File: config.mk
export PLATFORM = sky130hd
export DESIGN_NAME = nk_board_game_fsm
export DESIGN_NICKNAME = d
export VERILOG_FILES = /design/src/rtl/nk_board_game_fsm.sv
export SDC_FILE = /design/constraint.sdc
export NUM_CORES = 1
export LEC_CHECK = 0
export BUFFER_PORTS_ARGS = -buffer_cell sky130_fd_sc_hd__buf_4
export CORE_MARGIN = 2
export CORE_UTILIZATION = 35
export DETAILED_ROUTE_END_ITERATION = 8
export GPL_ROUTABILITY_DRIVEN = 0
export PLACE_DENSITY_LB_ADDON = 0.05
export RECOVER_POWER = 25
export SLEW_MARGIN = 25
export SYNTH_ARGS = -nofsm -noshare
export SYNTH_HDL_FRONTEND = slang
export SYNTH_SLANG_ARGS = --single-unit
File: constraint.sdc
create_clock -name clk_100MHz -period 3.8 [get_ports clk_100MHz]
set_clock_uncertainty 0.15 [all_clocks]
set_input_delay 0.38 -clock clk_100MHz [delete_from_list [all_inputs] [get_ports clk_100MHz]]
set_output_delay 0.38 -clock clk_100MHz [all_outputs]
set_load 0.01 [all_outputs]
File: src/rtl/nk_board_game_fsm.sv
// N x N K-in-a-row game controller: click edge detect, move placement,
// win/draw detection, saturating scores and optional first-player alternation.
module nk_board_game_fsm #(
    parameter int N         = 3,
    parameter int K         = 3,
    parameter int SCORE_W   = 4,
    parameter int ALT_FIRST = 0
) (
    input  logic               clk_100MHz,
    input  logic               reset,
    input  logic [N*N-1:0]     cuadro,
    input  logic               erase,
    input  logic               restart,
    input  logic               randomClick,
    output logic [N*N-1:0]     x,
    output logic [N*N-1:0]     o,
    output logic               turnoX,
    output logic [5:0]         move_count,
    output logic [SCORE_W-1:0] score_x,
    output logic [SCORE_W-1:0] score_o,
    output logic               inc_x_score,
    output logic               inc_o_score,
    output logic               resetScore,
    output logic               invalid_move,
    output logic               displayStartPlaying,
    output logic               displayGanadorX,
    output logic               displayGanadorO,
    output logic               displayEmpate,
    output logic [3:0]         state
);

    localparam int NN = N * N;
    localparam int IW = $clog2(NN);

    typedef enum logic [3:0] {
        S_IDLE  = 4'd0,
        S_WAIT  = 4'd1,
        S_PLACE = 4'd2,
        S_CHECK = 4'd3,
        S_OVER  = 4'd4
    } state_t;

    typedef enum logic [1:0] {
        W_DRAW = 2'd0,
        W_X    = 2'd1,
        W_O    = 2'd2
    } win_t;

    state_t             r_state;
    win_t               r_winner;
    logic [NN-1:0]      r_x;
    logic [NN-1:0]      r_o;
    logic [NN-1:0]      r_prev;
    logic [IW-1:0]      r_sel;
    logic               r_turn;
    logic               r_first;
    logic [5:0]         r_cnt;
    logic [SCORE_W-1:0] r_sx;
    logic [SCORE_W-1:0] r_so;
    logic               r_incx;
    logic               r_inco;
    logic               r_rsts;
    logic               r_inv;

    logic               w_click;
    logic [IW-1:0]      w_idx;
    logic               w_occ;
    logic [NN-1:0]      w_board;
    logic               w_win;

    function automatic logic [NN-1:0] line_mask(int r0, int c0, int dr, int dc);
        logic [NN-1:0] m;
        m = '0;
        for (int k = 0; k < K; k++)
            m[(r0 + k * dr) * N + c0 + k * dc] = 1'b1;
        return m;
    endfunction

    function automatic logic hit(logic [NN-1:0] b, logic [NN-1:0] m);
        return (b & m) == m;
    endfunction

    assign w_click = (|cuadro) && !(|r_prev);
    assign w_occ   = r_x[w_idx] | r_o[w_idx];
    assign w_board = r_turn ? r_x : r_o;

    // Descending scan leaves the lowest set index in w_idx
    always_comb begin
        w_idx = '0;
        for (int i = NN - 1; i >= 0; i--)
            if (cuadro[i]) w_idx = IW'(i);
    end

    always_comb begin
        w_win = 1'b0;
        for (int r = 0; r < N; r++) begin
            for (int c = 0; c < N; c++) begin
                if (c + K <= N)
                    w_win = w_win | hit(w_board, line_mask(r, c, 0, 1));
                if (r + K <= N)
                    w_win = w_win | hit(w_board, line_mask(r, c, 1, 0));
                if (r + K <= N && c + K <= N)
                    w_win = w_win | hit(w_board, line_mask(r, c, 1, 1));
                if (r + K <= N && c >= K - 1)
                    w_win = w_win | hit(w_board, line_mask(r, c, 1, -1));
            end
        end
    end

    always_ff @(posedge clk_100MHz or posedge reset) begin
        if (reset) begin
            r_state  <= S_IDLE;
            r_winner <= W_DRAW;
            r_x      <= '0;
            r_o      <= '0;
            r_prev   <= '0;
            r_sel    <= '0;
            r_turn   <= 1'b1;
            r_first  <= 1'b1;
            r_cnt    <= '0;
            r_sx     <= '0;
            r_so     <= '0;
            r_incx   <= 1'b0;
            r_inco   <= 1'b0;
            r_rsts   <= 1'b0;
            r_inv    <= 1'b0;
        end else begin
            r_prev <= cuadro;
            r_incx <= 1'b0;
            r_inco <= 1'b0;
            r_rsts <= 1'b0;
            r_inv  <= 1'b0;
            if (restart) begin
                r_state <= S_IDLE;
                r_x     <= '0;
                r_o     <= '0;
                r_cnt   <= '0;
                r_sx    <= '0;
                r_so    <= '0;
                r_rsts  <= 1'b1;
                r_turn  <= 1'b1;
                r_first <= 1'b1;
            end else begin
                case (r_state)
                    S_IDLE: begin
                        if (w_click) begin
                            r_sel   <= w_idx;
                            r_state <= S_PLACE;
                        end
                    end
                    S_WAIT: begin
                        if (w_click) begin
                            if (w_occ) begin
                                r_inv <= 1'b1;
                            end else begin
                                r_sel   <= w_idx;
                                r_state <= S_PLACE;
                            end
                        end
                    end
                    S_PLACE: begin
                        if (r_turn) r_x[r_sel] <= 1'b1;
                        else        r_o[r_sel] <= 1'b1;
                        r_cnt   <= r_cnt + 6'd1;
                        r_state <= S_CHECK;
                    end
                    S_CHECK: begin
                        if (w_win) begin
                            if (r_turn) begin
                                r_incx   <= 1'b1;
                                r_winner <= W_X;
                                if (!(&r_sx)) r_sx <= r_sx + 1'b1;
                            end else begin
                                r_inco   <= 1'b1;
                                r_winner <= W_O;
                                if (!(&r_so)) r_so <= r_so + 1'b1;
                            end
                            r_state <= S_OVER;
                        end else if (r_cnt == 6'(NN)) begin
                            r_winner <= W_DRAW;
                            r_state  <= S_OVER;
                        end else begin
                            r_turn  <= ~r_turn;
                            r_state <= S_WAIT;
                        end
                    end
                    S_OVER: begin
                        if (randomClick) begin
                            r_x     <= '0;
                            r_o     <= '0;
                            r_cnt   <= '0;
                            r_state <= S_IDLE;
                            // Loser starts next; after a draw the non-starter does
                            if (ALT_FIRST != 0) begin
                                case (r_winner)
                                    W_X: begin
                                        r_turn  <= 1'b0;
                                        r_first <= 1'b0;
                                    end
                                    W_O: begin
                                        r_turn  <= 1'b1;
                                        r_first <= 1'b1;
                                    end
                                    default: begin
                                        r_turn  <= ~r_first;
                                        r_first <= ~r_first;
                                    end
                                endcase
                            end else begin
                                r_turn  <= 1'b1;
                                r_first <= 1'b1;
                            end
                        end
                    end
                    default: r_state <= S_IDLE;
                endcase
                if (erase) begin
                    r_sx   <= '0;
                    r_so   <= '0;
                    r_rsts <= 1'b1;
                end
            end
        end
    end

    assign x                   = r_x;
    assign o                   = r_o;
    assign turnoX              = r_turn;
    assign move_count          = r_cnt;
    assign score_x             = r_sx;
    assign score_o             = r_so;
    assign inc_x_score         = r_incx;
    assign inc_o_score         = r_inco;
    assign resetScore          = r_rsts;
    assign invalid_move        = r_inv;
    assign state               = r_state;
    assign displayStartPlaying = (r_state == S_IDLE);
    assign displayGanadorX     = (r_state == S_OVER) && (r_winner == W_X);
    assign displayGanadorO     = (r_state == S_OVER) && (r_winner == W_O);
    assign displayEmpate       = (r_state == S_OVER) && (r_winner == W_DRAW);

endmodule

==> results.ini <==
[critical_path]
endpoint_kind=register
worstPathRequired_ns=3.89
critPathLaunchType=register
worstSetupPathType=register to register
r2r_cells=7
crit_arrival_ns=2.70
worst_r2r_endpoint=turnoX
critPathMaxFanout=15
rrSetupSlack_ns=1.19
r2r_start=turnoX

[synth]
netlist_top_cells_area=dfrtp_1, nor2_1, a21oi_1
yosysSeqAreaShare=0.5135
synth_fp_nets=287
yosys_warnings=0
synth_area_leader_cell=dfrtp_1
synth_cell_types=55
async_flop_share=1.000
ys_ff_latch=55
synth_area_mm2=0.002683
synth_cells=269
synth_area_per_cell_um2=9.972
synth_top_area_share=0.5037
synth_edf_count=0
synth_top_flop_cell=dfrtp_1

[routing]
drtIter0Drc=119
ant_nets=0
via_per_inst=5.224
firstDrtPassIters=4
drc=0
routed_wl_mm=7.046
vias=2220
wire_per_inst_um=16.58

[clocking]
path_clk_slew_ns=0.10
cts_tree=yes
postCtsSetupRepairBufs=0
htreeDepth=2
numClockSinks=55
ctsHoldBuffers=0
cts-resized-gates=0
cts_buffers=5
cts_buffer_depth=2
clk_latency_ns=0.31
clock_tree.root_cell=clkbuf_8

[flow_run]
drv_cap=0

[timing]
finalSetupViolCount=0
grt_setup_unrepaired=false
worst_slack_ns=1.188
fin_setup_tns_ns=0
period_needed_ns=2.612
hold_violations=0
fin_hold_ws_ns=0.09413
slew_violations=0
finalCritPeriodShare=0.6872
slew_headroom=0.1260
worst_slew_pin_slew_ns=1.309
fmax_ghz=0.3829

[die]
die_area_mm2=0.008380
placementRows=31
die_h_um=91.55
io_pins=59
initial_core_util=0.3659
fp.coreArea_mm2=0.007331
die_w_um=91.55

[place]
port-buffer-count=57
hpwl_mm=5.193
dpl_cell_area_mm2=0.003208
place_ws_ns=1.032

[outcome]
status=finished clean

[power]
power.density_mw_per_mm2=304.7
p_leak_nw=1.459
ir_drop_v=0.0001219

[grt]
grt_pass1_vias=2320
grt_usage=0.1807
overflow=0
antenna_found_initial=0
grt_start_max_net_pins=36
grt_pass1_wl_mm=12.20

[hold_path]
min_path_type=input pin to register
hold_end=r_prev[3]
hold_path_depth=1
hp-start=cuadro[3]

[layout]
finalInstanceArea_mm2=0.003258
layout.nets=343
drive_gt1_frac=0.2301
area_delta_synth_final_pct=21.46
diodes=0
fill_cells=736

==> Yosys cell counts (2+ instances only) <==
cell type	number
nor4b_1	2
a21o_1	3
nand2b_1	4
nor4_1	4
a211oi_1	4
nor3_1	9
nor3b_1	2
ha_1	4
clkbuf_1	9
o21ai_0	9
or3_1	2
inv_1	8
nor2_1	51
nor2b_1	2
a31oi_1	6
nand2_1	10
o31ai_2	2
and3_1	2
xnor2_1	2
a21oi_1	22
dfrtp_1	54
xor2_1	7
nand4_1	4
nand3_1	3
mux2_4	2
or2_2	5
mux2i_1	5
nor4_2	2
a222oi_1	2
a22oi_1	3
==> metal layers <==
| layer | wire [µm] | track usage | vias to the layer above |
|---|---|---|---|
| li1 | - | - | 1080 |
| met1 | 3469 | 0.2674 | 1085 |
| met2 | 3196 | 0.2653 | 47 |
| met3 | 299 | 0.03568 | 8 |
| met5 | 0 | 0 | - |
| met4 | 80 | 0.05556 | 0 |
==> flip-flops by register name, indices dropped and copies added (netlist names) <==
signal,count
resetScore,1
move_count,6
score_o,4
turnoX,1
inc_o_score,1
score_x,4
state,3
invalid_move,1
x,9
inc_x_score,1
r_sel,4
r_prev,9
r_winner,2
o,9
==> cells by family after synthesis <==
kind of cell / count (synthesis) / share of synthesized area
xor+xnor: 9 / 0.02939
buf+inv: 18 / 0.02659
simple gates: 108 / 0.2010
compound gates: 67 / 0.1796
other cells: 1 / 0.001398
mux: 7 / 0.02985
fa+ha+maj: 4 / 0.01866
flops: 55 / 0.5135
==> final cells by class <==
type | count | area (µm²) | area share
Clock inverter | 3 | 15.01 | 0.004608
Clock buffer | 5 | 68.82 | 0.02112
Sequential cell | 55 | 1378 | 0.4228
Tap cell | 99 | 123.9 | 0.03802
Inverter | 8 | 30.03 | 0.009217
Timing Repair Buffer | 59 | 409.1 | 0.1256
Multi-Input combinational cell | 196 | 1234 | 0.3786
==> cell usage in the layout (no fill, tap or decap), types with 5 or more instances in the layout <==
master,synthesis,layout
a31oi_1,6,6
xor2_1,7,7
buf_4,1,49
clkbuf_1,9,9
a21oi_1,22,22
nor3_1,9,9
o21ai_0,9,9
nand2_1,10,10
dfrtp_1,54,54
inv_1,8,8
nor2_1,51,51
clkbuf_8,0,5
mux2i_1,5,5
==> power by group <==
group	switching (W)	internal [W]	leakage, nW
Clock	0.000194	0.000127	0.0477
Combinational	0.0000478	0.0000223	0.684
Sequential	0.00000822	0.000594	0.727
Total	0.000250	0.000743	1.46
==> worst max-delay path: stages, from the launching register on <==
cell      delay [ns]
dfstp_2         0.70
mux2i_1         0.27
o21ai_0         0.11
a221oi_1        0.30
o21ai_0         0.27
o21ai_0         0.46
a21oi_1         0.13
a31oi_1         0.15
==> worst max-delay path by stage <==
stage                to       from  cells past startpoint
6_report         turnoX     turnoX                      7
5_1_grt          turnoX     turnoX                      7
4_1_cts          turnoX     turnoX                      7
3_5_place_dp   r_sel[2]  cuadro[4]                      7
3_3_place_gp   r_sel[2]  cuadro[4]                      7
2_1_floorplan  r_sel[2]  cuadro[3]                      6
==> through the flow <==
| step | total power, W | std cells | utilization |
|---|---|---|---|
| floorplan | 0.0006525 | 269 | - |
| global placement | 0.0006890 | 417 | 0.4376 |
| detailed placement | 0.0006894 | 417 | 0.4376 |
| CTS | 0.001014 | 425 | 0.4491 |
| global route | 0.001044 | 425 | 0.4444 |
| finish | 0.0009927 | 425 | 0.4444 |
No activity file was read; power rests on OpenSTA's default activity.
